File: config.mk
export PLATFORM = sky130hd
export DESIGN_NAME = mem_port_arbiter_flat
export DESIGN_NICKNAME = d
export VERILOG_FILES = /design/src/rtl/mem_port_arbiter_if.sv /design/src/rtl/mem_port_arbiter.sv /design/src/flat_wrapper.sv
export SDC_FILE = /design/constraint.sdc
export NUM_CORES = 1
export LEC_CHECK = 0
export CORE_MARGIN = 2
export CORE_UTILIZATION = 30
export DETAILED_ROUTE_END_ITERATION = 16
export PLACE_DENSITY = 0.76
export SLEW_MARGIN = 20
export SYNTH_ARGS = -nofsm -noshare
export SYNTH_HDL_FRONTEND = slang
export SYNTH_SLANG_ARGS = --single-unit
File: constraint.sdc
create_clock -name clk -period 2.65 [get_ports clk]
set_clock_uncertainty 0.05 [all_clocks]
set_input_delay 0.53 -clock clk [delete_from_list [all_inputs] [get_ports clk]]
set_output_delay 0.53 -clock clk [all_outputs]
set_load 0.01 [all_outputs]
File: src/rtl/mem_port_arbiter_if.sv
// Bundle of the fetch, load/store and memory-side signals shared by the arbiter and its neighbours.
// Handshake: a requester raises *_req with its address/data stable and holds them until the matching *_gnt is seen high in the same cycle; a grant consumes the request.
interface mem_port_arbiter_if;
    logic        if_req;
    logic [31:0] if_addr;
    logic        if_gnt;
    logic        if_rvalid;
    logic [31:0] if_rdata;

    logic        d_req;
    logic        d_we;
    logic [2:0]  d_func3;
    logic [31:0] d_addr;
    logic [31:0] d_wdata;
    logic        d_gnt;
    logic        d_rvalid;
    logic [31:0] d_rdata;

    logic        mem_read;
    logic        mem_write;
    logic [2:0]  mem_func3;
    logic [31:0] mem_addr;
    logic [31:0] mem_wdata;
    logic [31:0] mem_rdata;

    modport slave (
        input  if_req, if_addr, d_req, d_we, d_func3, d_addr, d_wdata, mem_rdata,
        output if_gnt, if_rvalid, if_rdata, d_gnt, d_rvalid, d_rdata,
               mem_read, mem_write, mem_func3, mem_addr, mem_wdata
    );

    modport master (
        output if_req, if_addr, d_req, d_we, d_func3, d_addr, d_wdata, mem_rdata,
        input  if_gnt, if_rvalid, if_rdata, d_gnt, d_rvalid, d_rdata,
               mem_read, mem_write, mem_func3, mem_addr, mem_wdata
    );
endinterface

File: src/rtl/mem_port_arbiter.sv
// Single memory port shared by fetch and load/store: data side wins unless fetch has been
// denied STARVE_MAX cycles in a row. Read data returns registered one cycle after the grant.
module mem_port_arbiter #(
    parameter int STARVE_MAX = 4,
    parameter int CNT_W      = 3
) (
    input  logic              clk,
    input  logic              rst,
    mem_port_arbiter_if.slave bus,
    output logic [CNT_W-1:0]  starve_cnt
);
    localparam logic [CNT_W-1:0] CNT_MAX = CNT_W'(STARVE_MAX);
    localparam logic [2:0]       F3_WORD = 3'b010;

    logic             force_if;
    logic             if_gnt;
    logic             d_gnt;
    logic [CNT_W-1:0] cnt_q;
    logic             if_rvalid_q;
    logic             d_rvalid_q;
    logic [31:0]      if_rdata_q;
    logic [31:0]      d_rdata_q;

    // Grants are killed during reset so no store can reach memory.
    always_comb begin
        force_if = bus.if_req && (cnt_q == CNT_MAX);
        if_gnt   = 1'b0;
        d_gnt    = 1'b0;
        if (!rst) begin
            if (force_if) begin
                if_gnt = 1'b1;
            end else if (bus.d_req) begin
                d_gnt = 1'b1;
            end else if (bus.if_req) begin
                if_gnt = 1'b1;
            end
        end
    end

    always_comb begin
        bus.mem_read  = 1'b0;
        bus.mem_write = 1'b0;
        bus.mem_func3 = 3'b000;
        bus.mem_addr  = 32'd0;
        bus.mem_wdata = 32'd0;
        if (if_gnt) begin
            bus.mem_read  = 1'b1;
            bus.mem_func3 = F3_WORD;
            bus.mem_addr  = bus.if_addr;
        end else if (d_gnt) begin
            bus.mem_read  = !bus.d_we;
            bus.mem_write = bus.d_we;
            bus.mem_func3 = bus.d_func3;
            bus.mem_addr  = bus.d_addr;
            bus.mem_wdata = bus.d_wdata;
        end
    end

    always_ff @(posedge clk) begin
        if (rst) begin
            cnt_q       <= '0;
            if_rvalid_q <= 1'b0;
            d_rvalid_q  <= 1'b0;
            if_rdata_q  <= 32'd0;
            d_rdata_q   <= 32'd0;
        end else begin
            // Counts only cycles where fetch wanted the port and lost it.
            if (if_gnt || !bus.if_req) begin
                cnt_q <= '0;
            end else if (d_gnt && (cnt_q != CNT_MAX)) begin
                cnt_q <= cnt_q + 1'b1;
            end
            if_rvalid_q <= if_gnt;
            d_rvalid_q  <= d_gnt && !bus.d_we;
            if (if_gnt) begin
                if_rdata_q <= bus.mem_rdata;
            end
            if (d_gnt && !bus.d_we) begin
                d_rdata_q <= bus.mem_rdata;
            end
        end
    end

    assign bus.if_gnt    = if_gnt;
    assign bus.d_gnt     = d_gnt;
    assign bus.if_rvalid = if_rvalid_q;
    assign bus.if_rdata  = if_rdata_q;
    assign bus.d_rvalid  = d_rvalid_q;
    assign bus.d_rdata   = d_rdata_q;
    assign starve_cnt    = cnt_q;

    // A pending request may not be withdrawn or changed before it is granted.
    property p_if_hold;
        @(posedge clk) disable iff (rst)
            (bus.if_req && !bus.if_gnt) |=> (bus.if_req && $stable(bus.if_addr));
    endproperty
    a_if_hold: assert property (p_if_hold);

    property p_d_hold;
        @(posedge clk) disable iff (rst)
            (bus.d_req && !bus.d_gnt) |=>
                (bus.d_req && $stable({bus.d_we, bus.d_func3, bus.d_addr, bus.d_wdata}));
    endproperty
    a_d_hold: assert property (p_d_hold);
endmodule
File: src/flat_wrapper.sv
// flat-port wrapper written by rule: the top's interface ports become plain ports
module mem_port_arbiter_flat 
#(
    parameter int STARVE_MAX = 4,
    parameter int CNT_W      = 3
)
  (clk, rst, starve_cnt, bus_if_req, bus_if_addr, bus_d_req, bus_d_we, bus_d_func3, bus_d_addr, bus_d_wdata, bus_mem_rdata, bus_if_gnt, bus_if_rvalid, bus_if_rdata, bus_d_gnt, bus_d_rvalid, bus_d_rdata, bus_mem_read, bus_mem_write, bus_mem_func3, bus_mem_addr, bus_mem_wdata);
  mem_port_arbiter_if bus_i ();
  input  logic clk;
  input  logic rst;
  output logic [CNT_W-1:0] starve_cnt;
  input wire logic [$bits(bus_i.if_req)-1:0] bus_if_req;
  input wire logic [$bits(bus_i.if_addr)-1:0] bus_if_addr;
  input wire logic [$bits(bus_i.d_req)-1:0] bus_d_req;
  input wire logic [$bits(bus_i.d_we)-1:0] bus_d_we;
  input wire logic [$bits(bus_i.d_func3)-1:0] bus_d_func3;
  input wire logic [$bits(bus_i.d_addr)-1:0] bus_d_addr;
  input wire logic [$bits(bus_i.d_wdata)-1:0] bus_d_wdata;
  input wire logic [$bits(bus_i.mem_rdata)-1:0] bus_mem_rdata;
  output wire logic [$bits(bus_i.if_gnt)-1:0] bus_if_gnt;
  output wire logic [$bits(bus_i.if_rvalid)-1:0] bus_if_rvalid;
  output wire logic [$bits(bus_i.if_rdata)-1:0] bus_if_rdata;
  output wire logic [$bits(bus_i.d_gnt)-1:0] bus_d_gnt;
  output wire logic [$bits(bus_i.d_rvalid)-1:0] bus_d_rvalid;
  output wire logic [$bits(bus_i.d_rdata)-1:0] bus_d_rdata;
  output wire logic [$bits(bus_i.mem_read)-1:0] bus_mem_read;
  output wire logic [$bits(bus_i.mem_write)-1:0] bus_mem_write;
  output wire logic [$bits(bus_i.mem_func3)-1:0] bus_mem_func3;
  output wire logic [$bits(bus_i.mem_addr)-1:0] bus_mem_addr;
  output wire logic [$bits(bus_i.mem_wdata)-1:0] bus_mem_wdata;
  assign bus_i.if_req = bus_if_req;
  assign bus_i.if_addr = bus_if_addr;
  assign bus_i.d_req = bus_d_req;
  assign bus_i.d_we = bus_d_we;
  assign bus_i.d_func3 = bus_d_func3;
  assign bus_i.d_addr = bus_d_addr;
  assign bus_i.d_wdata = bus_d_wdata;
  assign bus_i.mem_rdata = bus_mem_rdata;
  assign bus_if_gnt = bus_i.if_gnt;
  assign bus_if_rvalid = bus_i.if_rvalid;
  assign bus_if_rdata = bus_i.if_rdata;
  assign bus_d_gnt = bus_i.d_gnt;
  assign bus_d_rvalid = bus_i.d_rvalid;
  assign bus_d_rdata = bus_i.d_rdata;
  assign bus_mem_read = bus_i.mem_read;
  assign bus_mem_write = bus_i.mem_write;
  assign bus_mem_func3 = bus_i.mem_func3;
  assign bus_mem_addr = bus_i.mem_addr;
  assign bus_mem_wdata = bus_i.mem_wdata;
  mem_port_arbiter #(.STARVE_MAX(STARVE_MAX), .CNT_W(CNT_W)) u_core (.clk(clk), .rst(rst), .bus(bus_i), .starve_cnt(starve_cnt));
endmodule
==> results.toml, run 1 <==
[critical_path]
cp-start-kind = "primary input"
crit_type = "primary input to output pin"
worst_ep_required_time_ns = 2.07
critical_path_arrival_ns = 2.11
crit_path_max_fanout = 15
worstSetupEndpointType = "output pin"

[outcome]
status = "complete, but fails checks"
violations = "negative setup slack"

[synthesis]
synth_edf_count = 0
syn_avg_cell_area_um2 = 9.22
synth_area_leaders = "dfxtp_1, mux2_2, a22o_1, and3_1, nor2b_1"
synth_top_area_share_pct = 42.3
yosysUniqueCellTypes = 28
syn_area_um2 = 3260
async_reset_ff_share_pct = 0
synth_seq_area_share_pct = 42.3
synth_ff_type = "dfxtp_1"
synth_fp_nets = 492
synth_warnings = 0
yosysTopAreaCell = "dfxtp_1"
synth-seq-cells = 69
synthCells = 354

[worst_hold_path]
hold_class = "flop to flop"

[grt]
grt_pass1_vias = 3783
grt_antenna_before_repair = 0
grt_pass1_wl_um = 20900
grt_max_degree = 38
grt-ovfl-total = 0
grt_usage_pct = 23.5

[layout]
fillers = 963
finalNetCount = 767
antenna_cells = 0
area_delta_synth_final_pct = 96.7
final_cell_mix = "clkdlybuf4s50_1, dfxtp_1, dlygate4sd2_1, and3_1, nand2_1"
layout_commonest_cell = "clkdlybuf4s50_1"
drive_above_1_share_pct = 16.2

[floorplan]
die_w_um = 108
die_height_um = 108
core.rowCount = 38
die_area_um2 = 11700
core-area_um2 = 10700
initial_core_util_pct = 30.4
pin_count = 276

[detailed_routing]
first_iter_violations = 192
firstDrtPassIters = 4
drc = 0
via_count = 3818
wl_per_cell_um = 19.4
wl_um = 15000
detail_route.vias_per_cell = 4.93
antenna_left = 0

[place]
io_buffers = 275
gp_congestion = 0.857
post-dp-hpwl_um = 10900
place_ws_ns = -0.298

[run]
cap_violations = 0

[sta]
rsz0062_at_grt = "true"
drv_slew = 0
max_slew.worst_pin.slew_ns = 0.380
setup_ws_ns = -0.0400
min_period_ns = 2.69
hold_ws_ns = 0.402
slew_headroom_pct = 74.6
setup_viol = 1
final-hold-violation-count = 0
max_freq_ghz = 0.372
final.period_utilization_pct = 102

[cts]
root_buffer = "clkbuf_8"
hold_buffers = 0
clkLatencyLatePin_ns = 0.33
clock-sinks = 69
clockBufferDepth = 2
numCtsBuffers = 9
htreeDepth = 3
cts_tree = "done"
path_clk_slew_ns = 0.08

[pwr]
p_leak_nw = 2.89
peakVddDrop_mv = 0.369
power_density_nw_per_um2 = 435
-- cells by family after synthesis --
family                     Yosys count  synth area share [%]
adders and majority gates            2                 0.766
muxes                               33                  11.3
AOI/OAI and AO/OA                   67                  14.4
buffers and inverters               39                  6.75
DFF                                 69                  42.3
and+or+nand+nor                    144                  24.5
-- layer usage --
metal  up-vias  wire length, um  track usage, %
met2       193             7480            41.9
met3        22             1430            7.11
met5         -                0               0
met1      1809             5800            26.9
li1       1794                -               -
met4         0              300            7.05
-- metrics by stage --
step	cell area, um^2	instances	total power, mW	utilization [%]	TNS [ns]
2_1_floorplan	3260	354	1.37	-	0
4_1_cts	6450	771	2.82	60.0	-0.0158
5_1_grt	6420	774	2.91	59.8	-0.139
3_3_place_gp	6160	752	1.84	57.4	-16.33
3_5_place_dp	6160	752	1.85	57.4	-16.26
6_report	6420	774	2.80	59.8	-0.0400
-- layout make-up --
cell class	count	area [um^2]	share of cell area [%]
repair buffers	300	2940	45.8
multi-input cells	246	1690	26.3
flip-flops and latches	69	1380	21.5
well taps	140	175	2.73
clock buffers	10	128	1.99
clock inverters	6	95.1	1.48
inverters	3	11.3	0.175
-- Yosys cell counts, types with 2 or more instances --
cell type / count
a22o_1: 32
and2_1: 2
and3_1: 35
buf_2: 4
buf_4: 10
buf_6: 4
clkbuf_1: 17
dfxtp_1: 69
ha_1: 2
inv_1: 3
mux2_2: 32
nand2_1: 34
nand3_1: 32
nor2_1: 2
nor2b_1: 33
o21ai_0: 23
o21ai_1: 9
-- registers in the layout, summed over array words and instances (netlist names) --
name	count
u_core.bus.d_rdata	32
u_core.bus.if_rdata	32
u_core.starve_cnt	3
u_core.bus.d_rvalid	1
u_core.bus.if_rvalid	1
-- where the power goes --
| group | internal, mW | switching (mW) |
|---|---|---|
| Sequential | 1.09 | 0.0285 |
| Clock | 0.541 | 0.439 |
| Combinational | 0.433 | 0.262 |
| Total | 2.07 | 0.730 |
-- worst paths after layout --
path                            cells after the start                   start  slack, ns                      to
worst min register to register                      2  u_core.bus.d_rdata[29]       0.40  u_core.bus.d_rdata[29]
worst max register to register                      8    u_core.starve_cnt[1]       0.81  u_core.bus.if_rdata[7]
worst max-delay path                                6               bus_d_req      -0.04        bus_mem_addr[14]
worst min-delay path                                2  u_core.bus.d_rdata[29]       0.40  u_core.bus.d_rdata[29]
-- critical path, stage by stage --
cell             delay, ns
clkdlybuf4s50_1       0.50
nor2b_4               0.20
and2_4                0.20
bufbuf_16             0.29
a22o_1                0.15
clkdlybuf4s15_2       0.23
-- what timing repair did --
| item | in CTS | in global routing |
|---|---|---|
| pin swaps | 1 | 1 |
| gates resized for setup | 96 | 34 |
| cloned | 2 | 1 |
| endpoints found under the setup margin | 71 | 24 |
| buffers inserted | 1 | 2 |
(Power assumes the default switching activity.)
==> inputs of run 2 (changes only) <==
--- a/config.mk
+++ b/config.mk
@@ -5,10 +5,12 @@
 export SDC_FILE = /design/constraint.sdc
 export NUM_CORES = 1
 export LEC_CHECK = 0
+export ABC_AREA = 1
 export CORE_MARGIN = 2
 export CORE_UTILIZATION = 30
+export CTS_CLUSTER_DIAMETER = 80
 export DETAILED_ROUTE_END_ITERATION = 16
-export PLACE_DENSITY = 0.76
+export PLACE_DENSITY = 0.73
 export SLEW_MARGIN = 20
 export SYNTH_ARGS = -nofsm -noshare
 export SYNTH_HDL_FRONTEND = slang
==> run 2 against run 1 <==
Effect of this change:
- the flow now finishes without violations
- power up 7.4%
- combinational power increased by 2%
- register-to-register slack gained 0.07 ns
- design area up 5.9%
- global-route usage decreased by 3.3 points
- maximum frequency rose by 4.9%
- critical endpoint is now bus_mem_wdata[5]
- largest power group is now the clock network
==> results.toml, run 2 <==
[outcome]
status = "complete, no violations"

[layout]
antenna_cells = 0
final_cell_mix = "clkdlybuf4s50_1, nand2_1, inv_1, dlygate4sd2_1, nor2_1"
area_delta_synth_final_pct = 88.4
finalInstanceArea_um2 = 6800
fillers = 1191
stdcell_count = 1011
multiInputGateArea_um2 = 1520
layout_commonest_cell = "clkdlybuf4s50_1"
finalNetCount = 997
drive_above_1_share_pct = 5.79
seqCellArea_um2 = 1380

[detailed_routing]
detail_route.vias_per_cell = 4.26
drc = 0
wl_um = 13600
antenna_left = 0
firstDrtPassIters = 4
wl_per_cell_um = 13.5
via_count = 4309
first_iter_violations = 203

[place]
gp_congestion = 0.763
io_buffers = 275
placed_cells = 995
dpl_cell_area_um2 = 6580
post-dp-hpwl_um = 10600

[critical_path]
reg2reg_to = "u_core.bus.if_rdata[20]"
critical_path_arrival_ns = 1.98
crit_path_max_fanout = 13
worstSetupEndpointType = "output pin"
r2r-start = "u_core.starve_cnt[0]"
crit_type = "primary input to output pin"
r2r_cells = 9
cp-start-kind = "primary input"
ff2ff_setup_slack_ns = 0.88
worst_ep_required_time_ns = 2.07

[pwr]
p_leak_nw = 3.52
power_density_nw_per_um2 = 441
total_power_mw = 3.00
peakVddDrop_mv = 0.312

[cts]
root_buffer = "clkbuf_16"
htreeDepth = 3
cts_tree = "done"
hold_buffers = 0
post_cts_buffers = 0
clock-sinks = 69
path_clk_slew_ns = 0.06
numCtsBuffers = 9
clockBufferDepth = 2
clkLatencyLatePin_ns = 0.32

[synthesis]
synthTopCellsByCount = "nand2_1, inv_1, nor2_1, dfxtp_1, nand3_1"
synth_area_leaders = "dfxtp_1, nand2_1, inv_1, nor2_1, nand4_1"
syn_avg_cell_area_um2 = 6.17
synth_seq_area_share_pct = 38.2
synthCells = 585
syn_area_um2 = 3610
yosysTopAreaCell = "dfxtp_1"
synth.most_common_cell = "nand2_1"
yosysUniqueCellTypes = 22
synth-seq-cells = 69
synth_warnings = 0
async_reset_ff_share_pct = 0
synth_ff_type = "dfxtp_1"
synth_fp_nets = 723
synth_edf_count = 0
synth_top_area_share_pct = 38.2

[floorplan]
die_height_um = 114
die_area_um2 = 12900
core.rowCount = 40
core-area_um2 = 11900
initial_core_util_pct = 30.5
pin_count = 276
die_w_um = 114

[worst_hold_path]
whs_path_depth = 1
worstHoldStart = "u_core.starve_cnt[0]"
holdPathEnd = "u_core.starve_cnt[0]"
hold_class = "flop to flop"

[grt]
grt_pass1_vias = 3906
grt_pass1_wl_um = 20700
grt_max_degree = 43
grt-ovfl-total = 0
grt_antenna_before_repair = 0
grt_usage_pct = 20.2

[run]
cap_violations = 0

[sta]
final-hold-violation-count = 0
slew_headroom_pct = 71.9
min_period_ns = 2.56
setup_viol = 0
max_freq_ghz = 0.390
rsz0062_at_grt = "false"
drv_slew = 0
max_slew.worst_pin.slew_ns = 0.421
final.period_utilization_pct = 96.8
==> run 2: report_power, final <==
group          switching [mW]  total [mW]  leakage, nW  internal (mW)
Clock                   0.446        1.17        0.138          0.727
Sequential             0.0270        1.12        0.565           1.09
Combinational           0.306       0.711         2.82          0.404
Total                   0.780        3.00         3.52           2.22
==> run 2: worst max path at each step <==
stage | start | end | slack [ns] | depth (start not counted)
finish | bus_d_req | bus_mem_wdata[5] | 0.09 | 8
global route | bus_if_req | bus_mem_addr[12] | 0.02 | 9
CTS | bus_if_req | bus_mem_wdata[5] | 0.05 | 8
detailed placement | rst | bus_mem_wdata[5] | -0.23 | 7
global placement | rst | bus_mem_wdata[5] | -0.22 | 7
floorplan | u_core.starve_cnt[0] | bus_mem_addr[23] | 0.72 | 8
==> run 2: logic make-up after synthesis <==
logic type | synth area share, %
and+or+nand+nor | 36.4
buffers and inverters | 20.0
DFF | 38.2
AOI/OAI and AO/OA | 4.43
adders and majority gates | 0.693
xor gates and xnor gates | 0.243
==> run 2: metal layers <==
layer | wire, um | track usage, % | up-vias
met5 | 0 | 0 | -
met4 | 256 | 6.10 | 0
met3 | 932 | 4.57 | 26
met2 | 6190 | 32.1 | 175
met1 | 6230 | 27.5 | 1832
li1 | - | - | 2276
==> run 2: critical path, stage by stage <==
cell,delay (ns)
clkdlybuf4s50_1,0.51
inv_2,0.07
nor2_8,0.10
nand2_4,0.07
buf_12,0.14
buf_12,0.13
nor2_1,0.12
dlygate4sd2_1,0.29
==> run 2: repair_timing <==
item                       4_1_cts  5_1_grt
gates cloned                     0        0
gates resized for setup         74        2
pin swaps                        0        1
setup endpoints to repair       71        6
==> run 2: cell type report <==
class                   instances  share of cell area [%]
clock buffers                  10                    3.37
flip-flops and latches         69                    20.3
repair buffers                297                    42.5
inverters                     141                    7.82
multi-input cells             341                    22.3
well taps                     147                    2.70
clock inverters                 6                   0.938
==> run 2: metrics by stage <==
stage,hold slack [ns],util [%],TNS [ns],setup WS (ns)
CTS,0.417,57.3,0,0.0496
global placement,0.398,55.5,-11.62,-0.220
floorplan,0.419,-,0,0.719
detailed placement,0.402,55.5,-12.26,-0.226
finish,0.411,57.4,0,0.0854
global route,0.455,57.4,0,0.0214
